$ cat src/rtl/if_id_stage.sv
// IF/ID pipeline register with load-use hazard detection and j/jal/jr resolution in decode.
// Optional stall/squash performance counter enabled by defining IFID_PERF_CNT_EN.
module if_id_stage #(
  parameter logic [31:0] NOP_INSTR = 32'h0000_0000,
  parameter int          CNT_W     = 32
) (
  input  logic              Clk_40,
  input  logic              Reset_40,
  input  logic [31:0]       Instruction_40,
  input  logic [31:0]       PCNext4_40,
  input  logic [31:0]       PCNow_40,
  input  logic              Freeze_40,
  input  logic              Flush_40,
  input  logic              IDEX_MemRead_40,
  input  logic [4:0]        IDEX_Rt_40,
  input  logic [31:0]       RsData_40,
  output logic              PCWrite_40,
  output logic              Jump_40,
  output logic [31:0]       NewPC,
  output logic [31:0]       IFID_Instr_40,
  output logic [31:0]       IFID_PCNext4_40,
  output logic [31:0]       IFID_PCNow_40,
`ifdef IFID_PERF_CNT_EN
  output logic [CNT_W-1:0]  StallCnt_40,
`endif
  output logic              IFID_Valid_40
);

  logic [31:0] instr_q;
  logic [31:0] pc_next4_q;
  logic [31:0] pc_now_q;
  logic        valid_q;

  logic [5:0] op;
  logic [4:0] rs;
  logic [4:0] rt;
  logic [5:0] funct;
  logic       uses_rs;
  logic       uses_rt;
  logic       hazard;
  logic       is_j;
  logic       is_jr;
  logic       jump_det;
  logic       squash;

  assign op    = instr_q[31:26];
  assign rs    = instr_q[25:21];
  assign rt    = instr_q[20:16];
  assign funct = instr_q[5:0];

  assign uses_rs = (op != 6'd2) && (op != 6'd3);
  assign uses_rt = (op == 6'd0) || (op == 6'd4) || (op == 6'd5) || (op == 6'd43);

  assign hazard = valid_q && IDEX_MemRead_40 && (IDEX_Rt_40 != 5'd0) &&
                  ((uses_rs && (rs == IDEX_Rt_40)) || (uses_rt && (rt == IDEX_Rt_40)));

  assign is_j     = (op == 6'd2) || (op == 6'd3);
  assign is_jr    = (op == 6'd0) && (funct == 6'h08);
  assign jump_det = valid_q && (is_j || is_jr);

  // A jump waits out any load-use hazard so jr never uses a stale rs value.
  assign Jump_40 = jump_det && !hazard && !Freeze_40 && !Flush_40;
  assign squash  = Flush_40 || Jump_40;

  always_comb begin
    NewPC = 32'h0;
    if (is_j)
      NewPC = {pc_next4_q[31:28], instr_q[25:0], 2'b00};
    else if (is_jr)
      NewPC = RsData_40;
  end

  assign PCWrite_40      = !(hazard || Freeze_40);
  assign IFID_Valid_40   = valid_q && !hazard;
  assign IFID_Instr_40   = instr_q;
  assign IFID_PCNext4_40 = pc_next4_q;
  assign IFID_PCNow_40   = pc_now_q;

  always_ff @(posedge Clk_40) begin
    if (Reset_40) begin
      instr_q    <= NOP_INSTR;
      pc_next4_q <= 32'h0;
      pc_now_q   <= 32'h0;
      valid_q    <= 1'b0;
    end else if (Freeze_40) begin
      instr_q    <= instr_q;
      pc_next4_q <= pc_next4_q;
      pc_now_q   <= pc_now_q;
      valid_q    <= valid_q;
    end else if (squash) begin
      // Wrong-path word is discarded; PCs are kept only for visibility.
      instr_q <= NOP_INSTR;
      valid_q <= 1'b0;
    end else if (!hazard) begin
      instr_q    <= Instruction_40;
      pc_next4_q <= PCNext4_40;
      pc_now_q   <= PCNow_40;
      valid_q    <= 1'b1;
    end
  end

`ifdef IFID_PERF_CNT_EN
  logic [CNT_W-1:0] cnt_q;
  logic [1:0]       cnt_inc;
  logic [CNT_W:0]   cnt_sum;

  // Hazard and flush can coincide, so up to two events are counted per cycle.
  assign cnt_inc = Freeze_40 ? 2'd0 : ({1'b0, hazard} + {1'b0, squash});
  assign cnt_sum = {1'b0, cnt_q} + {{(CNT_W-1){1'b0}}, cnt_inc};

  always_ff @(posedge Clk_40) begin
    if (Reset_40)
      cnt_q <= '0;
    else if (cnt_sum[CNT_W])
      cnt_q <= '1;
    else
      cnt_q <= cnt_sum[CNT_W-1:0];
  end

  assign StallCnt_40 = cnt_q;
`endif

endmodule

$ cat config.mk
export PLATFORM = sky130hd
export DESIGN_NAME = if_id_stage
export DESIGN_NICKNAME = d
export VERILOG_FILES = /design/src/rtl/if_id_stage.sv
export SDC_FILE = /design/constraint.sdc
export NUM_CORES = 1
export LEC_CHECK = 0
export ABC_AREA = 1
export CAP_MARGIN = 10
export CORE_MARGIN = 5
export CORE_UTILIZATION = 40
export DETAILED_ROUTE_END_ITERATION = 7
export DONT_BUFFER_PORTS = 1
export SYNTH_ARGS = -nofsm -noshare
export SYNTH_HDL_FRONTEND = slang
export SYNTH_SLANG_ARGS = --single-unit
$ cat constraint.sdc
create_clock -name Clk_40 -period 3.6 [get_ports Clk_40]
set_input_delay 0.54 -clock Clk_40 [delete_from_list [all_inputs] [get_ports Clk_40]]
set_output_delay 0.54 -clock Clk_40 [all_outputs]
set_load 0.005 [all_outputs]
### After elaboration in Yosys (flattened, before gate mapping)

Index checks and enable logic that the tools add are counted.

* mux-type cells: 6
* reduce and logical (&&, ||, !) cells: 28
* equal/unequal tests: 11
* bitwise operators: 3

Operator list (count)
* 32-bit two-way mux: 4
* 6-bit by 2-bit == test with 1-bit output (second input constant): 2
* 6-bit by 3-bit == test with 1-bit output (second input constant): 2
* 1-bit logical AND: 12
* 6-bit by 2-bit != test with 1-bit output (second input constant): 2
* 5-bit == test: 2
* 1-bit logical OR: 8
* 6-bit by 4-bit == test with 1-bit output (second input constant): 1
* 6-bit == test (second input constant): 1
* 6-bit zero test: 1
* 5-bit nonzero test: 1
* 1-bit zero test: 4
* 1-bit inverter: 3
* 3-bit AND reduction: 1
* 1-bit two-way mux: 2
* 2-bit by 1-bit != test with 1-bit output (second input constant): 1
* 2-bit AND reduction: 1

* input bits: 138
* register bits after elaboration: 97
* word-level logic and storage cells: 52

### Depth between registers and ports, before layout

Gate-level depths: netlist of the first run.

* word-level depth: 14
* mapped depth: 15
* gate-level depth less buffers: 13

### Worst setup path before layout of the first run

Ideal clock, no wire load.

* kind: register to output
* start: register instr_q[30] (netlist: IFID_Instr_40[30])
* end: output port NewPC[15]
* path buffers: 1
* setup slack: 1536 ps
* cell stages (with the launch flop): 6
* arrival: 1524 ps
* required time: 3060 ps
* path through: dfxtp_1 -> inv_2 -> nand2_2 -> nor4_2 -> clkbuf_1 -> a32o_1

* word-level cells in the longest chain between the ends: 4

RTL lines
* start: declaration: line 29 `logic [31:0] instr_q;`
* start signal: assignment: line 86 `instr_q <= instr_q;`
* start signal: assignment: line 95 `instr_q <= Instruction_40;`
* 6-bit zero test: line 58 `assign is_jr = (op == 6'd0) && (funct == 6'h08);`
* 1-bit logical AND: line 58
* 32-bit two-way mux: line 69 `else if (is_jr)`
* 32-bit two-way mux *: line 67 `if (is_j)`
* end: declaration: line 19 `output logic [31:0] NewPC,`

Mark *: on every way between the ends. The rest lies on a longest branch, timed or not.

### Worst setup path in the final report of the first run

* start: register instr_q[3] (netlist: IFID_Instr_40[3])
* end: output port NewPC[29]

* word-level cells in the longest chain between the ends: 4

RTL lines (line)
* 6-bit by 4-bit == test with 1-bit output: 58
* 1-bit logical AND: 58
* 32-bit two-way mux: 69
* 32-bit two-way mux: 67

No other way between the ends.

==> results of run 1 <==
## cells in the final DEF, fill, tap and decap left out
| cell type | instances |
|---|---|
| nor2_1 | 235 |
| nand2_1 | 154 |
| inv_1 | 113 |
| dfxtp_1 | 97 |
| nand3_1 | 18 |
| a21boi_0 | 17 |
| a32o_1 | 16 |
| a21oi_1 | 16 |
| o21ai_0 | 14 |
| clkbuf_16 | 9 |
| xnor2_1 | 5 |
| inv_2 | 4 |
| nor3_1 | 4 |
| xor2_1 | 4 |
| buf_4 | 3 |
| nand4_1 | 2 |
| clkinv_4 | 2 |
| inv_6 | 2 |
| nand2_2 | 1 |
| nor2_4 | 1 |
| nand2_4 | 1 |
| inv_4 | 1 |
| nor4_4 | 1 |
| nor3_4 | 1 |
| nor4_1 | 1 |
| clkinv_1 | 1 |
| nand4_4 | 1 |
| a21boi_1 | 1 |
| clkinvlp_4 | 1 |
| clkinv_2 | 1 |
| bufinv_16 | 1 |
| buf_12 | 1 |
## final cells by class
type | instances | share of cell area
clock buffer | 9 | 0.0440
sequential | 97 | 0.380
inverter | 119 | 0.0878
timing repair buffer | 4 | 0.00831
clock inverter | 7 | 0.0152
tap | 143 | 0.0350
multi-input combinational | 493 | 0.430
## per-stage QoR
step,setup WS (ns),util,hold slack [ns]
final,0.785,0.442,0.259
after global routing,0.554,0.442,0.243
after CTS,0.786,0.442,0.243
after detailed placement,0.769,0.416,0.504
after global placement,0.880,0.416,0.485
after floorplan,1.54,-,0.466
## path summary, 6_finish.rpt
| kind | startpoint | end | slack [ns] | cells past startpoint |
|---|---|---|---|---|
| worst min register to register | valid_q | valid_q | 0.52 | 2 |
| worst min-delay path | Reset_40 | IFID_Instr_40[29] | 0.26 | 1 |
| worst max-delay path | IFID_Instr_40[3] | NewPC[29] | 0.79 | 4 |
| worst max register to register | IFID_Instr_40[30] | IFID_Instr_40[0] | 0.87 | 14 |
## per-layer routing
metal / vias up / global-route usage / wire length [µm]
li1: 2181 / - / -
met1: 1883 / 0.213 / 5330
met2: 207 / 0.331 / 6930
met3: 18 / 0.0943 / 1920
met4: 0 / 0.0695 / 287
met5: - / 0 / 0
## critical path, stage by stage, from the launching register on
cell and delay (ns):
dfxtp_1 0.45, nand4_1 0.23, nor3_4 0.88, nand3_1 0.18
o21ai_0 0.19
## sequential cells by signal, summed over array words and instances (netlist names)
signal / flops
IFID_Instr_40: 32
IFID_PCNext4_40: 32
IFID_PCNow_40: 32
valid_q: 1
## where the power goes
group          switching (mW)  internal, mW  leakage (nW)
Sequential             0.0637          1.14         0.798
Clock                   0.435         0.545         0.146
Combinational           0.172        0.0888          1.60
Total                   0.671          1.77          2.54
## cell families after synthesis
family | share of synthesized area
simple gates | 0.347
buf+inv | 0.135
flops | 0.408
compound gates | 0.0935
xor+xnor | 0.0165
==> metrics.csv, run 1 <==
stage;metric;value;unit
critical_path;worstSetupPathType;reg2out;
synth;ys_warn_count;0;
clock_network;cts_buffers;9;
route;routedWlPerCell;16.6;µm
final_layout;fin_cells;872;
synth;synth.largest_area_cell;dfxtp_1;
synth;async_reset_ff_frac;0;
power_and_ir_drop;peakVddDrop;0.000256;V
sta;min_period;2.81;ns
synth;synth.top_cells.by_area;dfxtp_1 (41%), nor2_1 (19%), nand2_1 (12%);
global_routing;grt_pass1_vias;4186;
clock_network;clkTransAtPathRegs;0.07;ns
floorplan;ioPinCount;269;
place;hpwlAfterDp;10.7;mm
critical_path;path_max_fanout;28;
synth;yosysMostFrequentCell;nor2_1;
global_routing;antenna_found_initial;0;
floorplan;core_area;0.0116;mm²
outcome;status;finished, final reports clean;
final_layout;design_area;0.00512;mm²
global_routing;grt_usage;0.196;
floorplan;fp-row-count;39;
synth;synth_commonest_cells;nor2_1 (235), nand2_1 (154), inv_1 (113), dfxtp_1 (97), clkbuf_1 (20);
critical_path;start_kind;flop;
route;drt_iter0_drc;361;
final_layout;syn_to_final_growth;7.41;%
sta;fin_tns_setup;0;ns
sta;skew;0.00806;ns
power_and_ir_drop;power_density;478;mW/mm²
power_and_ir_drop;finalPower;2.44;mW
synth;syn-num-nets;886;
final_layout;num-nets-final;862;
route;drtPass1Iterations;6;
synth;synth_cell_types;27;
synth;avgSynthCellArea;6.37;µm²
final_layout;multi_input_area;0.00220;mm²
sta;maxSlewViolCount;0;
clock_network;numClockSinks;97;
clock_network;postCtsSetupBuffers;0;
route;ant_nets;0;
sta;tightestPinTransition;1.08;ns
synth;syn-cell-area;0.00476;mm²
min_path;hold_class;in2reg;
place;placed_area;0.00481;mm²
route;viasPerCell;4.92;
final_layout;final_layout_size_suffix_gt1_frac;0.0425;
synth;syn_inst;748;
sta;rsz0062_at_grt;no;
clock_network;hold_buffers;0;
sta;setup_violations;0;
final_layout;fillCellCount;1214;
global_routing;grt_pass1_wl;22.4;mm
clock_network;cts_buffer_depth;2;
clock_network;cts_root_buf;clkbuf_16;
clock_network;htreeDepth;3;
final_layout;n_antenna_cell;0;
global_routing;grt_max_degree;88;
clock_network;cts_tree;yes;
power_and_ir_drop;p_leak;2.54;nW
sta;finalHoldViolations;0;
critical_path;arrival;2.27;ns
critical_path;end_kind;output port;
floorplan;die_w;119;µm
route;drc;0;
clock_network;clkLatencyLatePin;0.35;ns
route;wirelength;14.5;mm
synth;synth_edf_count;0;
synth;yosysTopAreaCellShare;0.408;
floorplan;die_area;0.0142;mm²
synth;ys_ff_latch;97;
global_routing;overflow;0;
place;io_buffers;0;
place;gp_congestion;0.853;
synth;synthFlopType;dfxtp_1;
place;dp_cells;856;
sta;slew-limit-headroom;0.275;
final_layout;regArea;0.00194;mm²
sta;fmax;0.355;GHz
sta;finalCritPeriodShare;0.782;
route;vias;4289;
synth;ys_seq_area_frac;0.408;
flow_run;drv_cap;0;
floorplan;initial_utilization;0.412;
clock_network;post_cts_resized;0;
floorplan;die_h;119;µm
critical_path;required;3.06;ns
Power figures use the tool's default switching activity.
==> inputs of run 2 (changes only) <==
==> constraint.sdc (replaced) <==
create_clock -name Clk_40 -period 2.3 [get_ports Clk_40]
set_input_delay 0.345 -clock Clk_40 [delete_from_list [all_inputs] [get_ports Clk_40]]
set_output_delay 0.345 -clock Clk_40 [all_outputs]
set_load 0.005 [all_outputs]
==> run 2 against run 1 <==
Count of clock-buffer cells in the layout rose by 1; setup slack worse by 0.71 ns; core utilization rose by 0.96 points; largest cell class unchanged; largest power group unchanged; highest routed layer unchanged.
==> metrics.csv, run 2 (synthesis gave the netlist of run 1 again) <==
stage;metric;value;unit;change
outcome;status;finished, final reports clean;;
final_layout;layout_commonest_cell;nor2_1;;
floorplan;fp-row-count;39;;unchanged
floorplan;core_area;0.0116;mm²;unchanged
min_path;hp-start;Reset_40;;
final_layout;multi_input_area;0.00222;mm²;+0.68%
sta;setup_violations;0;;unchanged
route;drtPass1Iterations;4;;-2
route;ant_nets;0;;unchanged
min_path;hold_class;in2reg;;
global_routing;grt_max_degree;82;;-6.8%
floorplan;die_w;119;µm;unchanged
sta;fin_tns_setup;0;ns;unchanged
final_layout;regArea;0.00194;mm²;+0.13%
critical_path;start_kind;flop;;
clock_network;numClockSinks;97;;unchanged
clock_network;cts_root_buf;clkbuf_16;;
final_layout;syn_to_final_growth;9.75;%;
sta;fin_ws;0.0745;ns;-0.711 ns
sta;tightestPinTransition;0.492;ns;-0.592 ns
sta;fmax;0.449;GHz;
critical_path;arrival;1.88;ns;-0.39 ns
sta;maxSlewViolCount;0;;unchanged
sta;skew;0.00736;ns;-0.000702 ns
clock_network;cts_buffer_depth;2;;unchanged
global_routing;grt_usage;0.197;;+0.00145
place;io_buffers;0;;unchanged
final_layout;design_area;0.00523;mm²;+2.2%
global_routing;grt_pass1_wl;22.3;mm;-0.21%
flow_run;drv_cap;0;;unchanged
floorplan;die_h;119;µm;unchanged
critical_path;cp-startpoint;IFID_Instr_40[2];;
sta;finalCritPeriodShare;0.968;;
floorplan;ioPinCount;269;;unchanged
global_routing;overflow;0;;unchanged
critical_path;path_max_fanout;7;;-75%
route;routedWlPerCell;16.6;µm;+0.35%
critical_path;required;1.96;ns;-1.10 ns
route;drt_iter0_drc;268;;-26%
place;post-place-ws;0.353;ns;-0.415 ns
critical_path;end_kind;output port;;
sta;slew-limit-headroom;0.668;;+0.394
final_layout;final_layout_size_suffix_gt1_frac;0.0557;;+0.0132
final_layout;layout_common_cells;nor2_1 (235), nand2_1 (154), inv_1 (113), dfxtp_1 (95), nand3_1 (18);;
global_routing;grt_pass1_vias;4158;;-0.67%
global_routing;antenna_found_initial;0;;unchanged
place;placed_area;0.00490;mm²;+1.7%
power_and_ir_drop;power_density;732;mW/mm²;+53%
critical_path;crit_chain;inv_1 -> nand4_1 -> nor3_4 -> buf_4 -> nand3_1 -> o21ai_0;;
route;vias;4333;;+1.0%
floorplan;initial_utilization;0.412;;unchanged
clock_network;clkLatencyLatePin;0.34;ns;about the same
critical_path;worstSetupPathType;reg2out;;
place;gp_congestion;0.897;;+5.1%
critical_path;crit_slowest_cell;nor3_4;;
floorplan;die_area;0.0142;mm²;unchanged
clock_network;clkTransAtPathRegs;0.07;ns;about the same
final_layout;fillCellCount;1196;;-1.5%
power_and_ir_drop;p_leak;2.60;nW;+2.3%
clock_network;cts_tree;yes;;
sta;finalHoldViolations;0;;unchanged
route;viasPerCell;4.93;;+0.22%
route;drc;0;;unchanged
sta;min_period;2.23;ns;
route;wirelength;14.6;mm;+1.2%
clock_network;cts_buffers;9;;unchanged
power_and_ir_drop;finalPower;3.83;mW;+57%
critical_path;r2r-start;IFID_Instr_40[28];;
critical_path;worst_path_largest_cell_delay;0.39;ns;-0.49 ns
final_layout;num-nets-final;871;;+1.0%
final_layout;n_antenna_cell;0;;unchanged
power_and_ir_drop;peakVddDrop;0.000400;V;+56%
place;hpwlAfterDp;10.7;mm;-0.12%
clock_network;htreeDepth;3;;unchanged
run 2: cell count changes in the layout (fill, tap and decap cells not counted):
| cell | change |
|---|---|
| buf_12 | +3 |
| buf_4 | +6 |
| clkbuf_8 | +1 |
| clkinv_4 | -2 |
| clkinvlp_4 | -1 |
| dfxtp_1 | -2 |
| dfxtp_2 | +2 |
| nor4_1 | -1 |
| nor4_4 | +1 |
run 2: repair_timing:
item	in CTS	in global routing
gates resized for setup	0	4
setup endpoints to repair	0	3
hold buffers	0	0
setup buffers	0	3
run 2: layout make-up:
class,instances,share of cell area
clock buffer,10,0.0457
timing repair buffer,13,0.0282
clock inverter,4,0.0101
inverter,119,0.0859
multi-input combinational,493,0.424
sequential,97,0.372
tap,143,0.0342
run 2: final timing paths:
kind | endpoint | slack [ns] | cells past startpoint
worst max-delay path | NewPC[22] | 0.07 | 6
worst min-delay path | IFID_Instr_40[27] | 0.06 | 1
worst max register to register | IFID_Instr_40[23] | 0.27 | 11
worst min register to register | valid_q | 0.51 | 2
run 2: routing by layer:
| layer | GRT usage | up-vias | wire [µm] |
|---|---|---|---|
| met5 | 0 | - | 0 |
| met4 | 0.0789 | 0 | 339 |
| met3 | 0.0967 | 24 | 1940 |
| met2 | 0.340 | 220 | 7040 |
| met1 | 0.205 | 1889 | 5310 |
| li1 | - | 2200 | - |
run 2: worst max-delay path: cells and delay by family, from the launching register on:
family	cells	cell delay, ns
flops	1	0.36
compound gates	1	0.22
simple gates	3	0.66
buf+inv	2	0.30
run 2: power breakdown:
group / internal (mW) / leakage [nW] / switching, mW
Clock: 0.867 / 0.145 / 0.655
Sequential: 1.78 / 0.799 / 0.0979
Combinational: 0.153 / 1.66 / 0.273
Total: 2.80 / 2.60 / 1.03
run 2: metrics by stage:
| stage | util | hold slack [ns] | cells |
|---|---|---|---|
| 3_3_place_gp | 0.423 | 0.421 | 862 |
| 3_5_place_dp | 0.423 | 0.422 | 862 |
| 2_1_floorplan | - | 0.466 | 748 |
| 4_1_cts | 0.449 | 0.0508 | 876 |
| 6_report | 0.452 | 0.0647 | 879 |
| 5_1_grt | 0.452 | 0.0526 | 879 |
==> inputs of run 3 (changes only) <==
--- a/config.mk
+++ b/config.mk
@@ -7,10 +7,13 @@
 export LEC_CHECK = 0
 export ABC_AREA = 1
 export CAP_MARGIN = 10
+export CELL_PAD_IN_SITES_DETAIL_PLACEMENT = 1
+export CELL_PAD_IN_SITES_GLOBAL_PLACEMENT = 2
 export CORE_MARGIN = 5
-export CORE_UTILIZATION = 40
+export CORE_UTILIZATION = 27
 export DETAILED_ROUTE_END_ITERATION = 7
 export DONT_BUFFER_PORTS = 1
+export PLACE_DENSITY_LB_ADDON = 0.1
 export SYNTH_ARGS = -nofsm -noshare
 export SYNTH_HDL_FRONTEND = slang
 export SYNTH_SLANG_ARGS = --single-unit
==> run 3 against run 2 <==
Final cell count up 10%; clock skew up 0.0043 ns; critical endpoint is now Jump_40; total power up 1.8%.
==> metrics.csv, run 3 (synthesis gave the netlist of run 1 again) <==
stage;metric;value;unit;change
outcome;status;finished, final reports clean;;
sta;min_period;2.23;ns;+0.00422 ns
route;routedWlPerCell;17.3;µm;+4.2%
route;drtPass1Iterations;4;;unchanged
route;viasPerCell;4.54;;-8.0%
sta;finalCritPeriodShare;0.969;;+0.00184
power_and_ir_drop;peakVddDrop;0.000313;V;-22%
sta;slew-limit-headroom;0.704;;+0.0360
final_layout;n_antenna_cell;0;;unchanged
final_layout;layout_commonest_cell;nor2_1;;
clock_network;clkLatencyLatePin;0.35;ns;about the same
sta;finalHoldViolations;0;;unchanged
power_and_ir_drop;intPower;2.80;mW;about the same
final_layout;final_layout_size_suffix_gt1_frac;0.0767;;+0.0210
clock_network;clkTransAtPathRegs;0.07;ns;about the same
sta;tightestPinTransition;0.439;ns;-0.0534 ns
final_layout;fillCellCount;2211;;+85%
sta;skew;0.0116;ns;+0.00428 ns
floorplan;die_w;143;µm;+20%
clock_network;cts_buffer_depth;2;;unchanged
critical_path;required;1.96;ns;about the same
power_and_ir_drop;power_density;722;mW/mm²;-1.4%
place;placed_area;0.00504;mm²;+2.9%
route;ant_nets;0;;unchanged
place;hpwlAfterDp;12.6;mm;+18%
sta;maxSlewViolCount;0;;unchanged
global_routing;grt_pass1_vias;4579;;+10%
clock_network;htreeDepth;3;;unchanged
place;gp_congestion;0.803;;-10%
clock_network;cts_buffers;9;;unchanged
power_and_ir_drop;p_leak;2.63;nW;+1.2%
global_routing;grt_max_degree;75;;-8.5%
floorplan;fp-row-count;48;;+23%
critical_path;worstSetupPathType;reg2out;;
floorplan;ioPinCount;269;;unchanged
power_and_ir_drop;p_comb_frac;0.114;;+0.003
global_routing;grt_usage;0.156;;-0.0415
floorplan;die_area;0.0204;mm²;+44%
clock_network;hold_buffers;0;;unchanged
final_layout;design_area;0.00540;mm²;+3.3%
clock_network;cts_root_buf;clkbuf_16;;
sta;setup_violations;0;;unchanged
route;wirelength;16.8;mm;+15%
power_and_ir_drop;p_clk_frac;0.404;;+0.006
sta;timing.hold.ws;0.0611;ns;-0.00366 ns
sta;fmax;0.448;GHz;-0.19%
critical_path;path_max_fanout;13;;+6
power_and_ir_drop;seq_power_share;0.483;;-0.008
floorplan;die_h;143;µm;+20%
global_routing;antenna_found_initial;0;;unchanged
place;io_buffers;0;;unchanged
power_and_ir_drop;p_switching;1.10;mW;+6.9%
final_layout;layout_common_cells;nor2_1 (235), nand2_1 (152), inv_1 (110), dfxtp_1 (94);;
route;vias;4392;;+1.4%
final_layout;regArea;0.00195;mm²;about the same
clock_network;cts_tree;yes;;
final_layout;multi_input_area;0.00224;mm²;+1.1%
final_layout;syn_to_final_growth;13.4;%;
min_path;hold_class;in2reg;;
floorplan;core_area;0.0173;mm²;+50%
final_layout;num-nets-final;876;;+0.57%
critical_path;arrival;1.88;ns;about the same
min_path;whs_path_depth;1;;unchanged
critical_path;rr_worst_depth;14;;+3
critical_path;start_kind;flop;;
route;drc;0;;unchanged
route;drt_iter0_drc;141;;-47%
flow_run;drv_cap;0;;unchanged
global_routing;grt_pass1_wl;25.0;mm;+12%
power_and_ir_drop;p_sw_frac;0.281;;+0.0133
critical_path;end_kind;output port;;
global_routing;overflow;0;;unchanged
floorplan;initial_utilization;0.275;;-0.136
clock_network;numClockSinks;97;;unchanged
sta;rsz0062_at_grt;yes;;
-- run 3: what timing repair did --
item	in CTS	in global routing
buffers inserted	2	0
pin swaps	3	1
setup endpoints to repair	1	3
gates resized for setup	10	6
-- run 3: worst max-delay path, stage by stage, from the launching register on --
cell and delay (ns):
dfxtp_2 0.34, inv_2 0.06, nand2_2 0.11, nor2_4 0.14, nand2_4 0.08, buf_6 0.15, nand2_1 0.08, nand2_2 0.10
nor4_4 0.32, buf_4 0.16
-- run 3: power groups by stage --
stage,Combinational [mW],Clock (mW),Sequential (mW)
after detailed placement,0.442,0,1.93
final,0.444,1.57,1.88
after floorplan,0.349,0,1.88
after global routing,0.516,1.72,1.90
after CTS,0.451,1.64,1.89
after global placement,0.422,0,1.92
-- run 3: metal layers --
metal	vias to the layer above	track usage	wire, µm
met5	-	0	0
met4	0	0.0490	294
met3	17	0.0844	2210
met2	174	0.264	7930
met1	1993	0.166	6360
li1	2208	-	-
-- run 3: area by class of cell --
class,count,share of cell area
flip-flops and latches,97,0.360
clock inverters,6,0.0139
repair buffers,18,0.0334
multi-input cells,493,0.415
clock buffers,10,0.0424
inverters,119,0.0832
well taps,225,0.0521
-- run 3: path summary, 6_finish.rpt --
path                           from                 to  slack [ns]
hold / removal             Reset_40  IFID_Instr_40[31]        0.06
hold reg to reg             valid_q            valid_q        0.53
setup / recovery  IFID_Instr_40[30]            Jump_40        0.07
setup reg to reg  IFID_Instr_40[30]  IFID_PCNow_40[19]        0.36
-- run 3: metrics by stage --
stage                     utilization  setup slack, ns  setup TNS (ns)  cells  power (mW)
after floorplan                     -            0.431               0    748        2.23
after global placement          0.291            0.172               0    951        2.35
after detailed placement        0.291            0.178               0    951        2.37
after CTS                       0.311           0.0220               0    968        3.98
after global routing            0.312          -0.0310         -0.0310    968        4.13
final                           0.312           0.0703               0    968        3.90
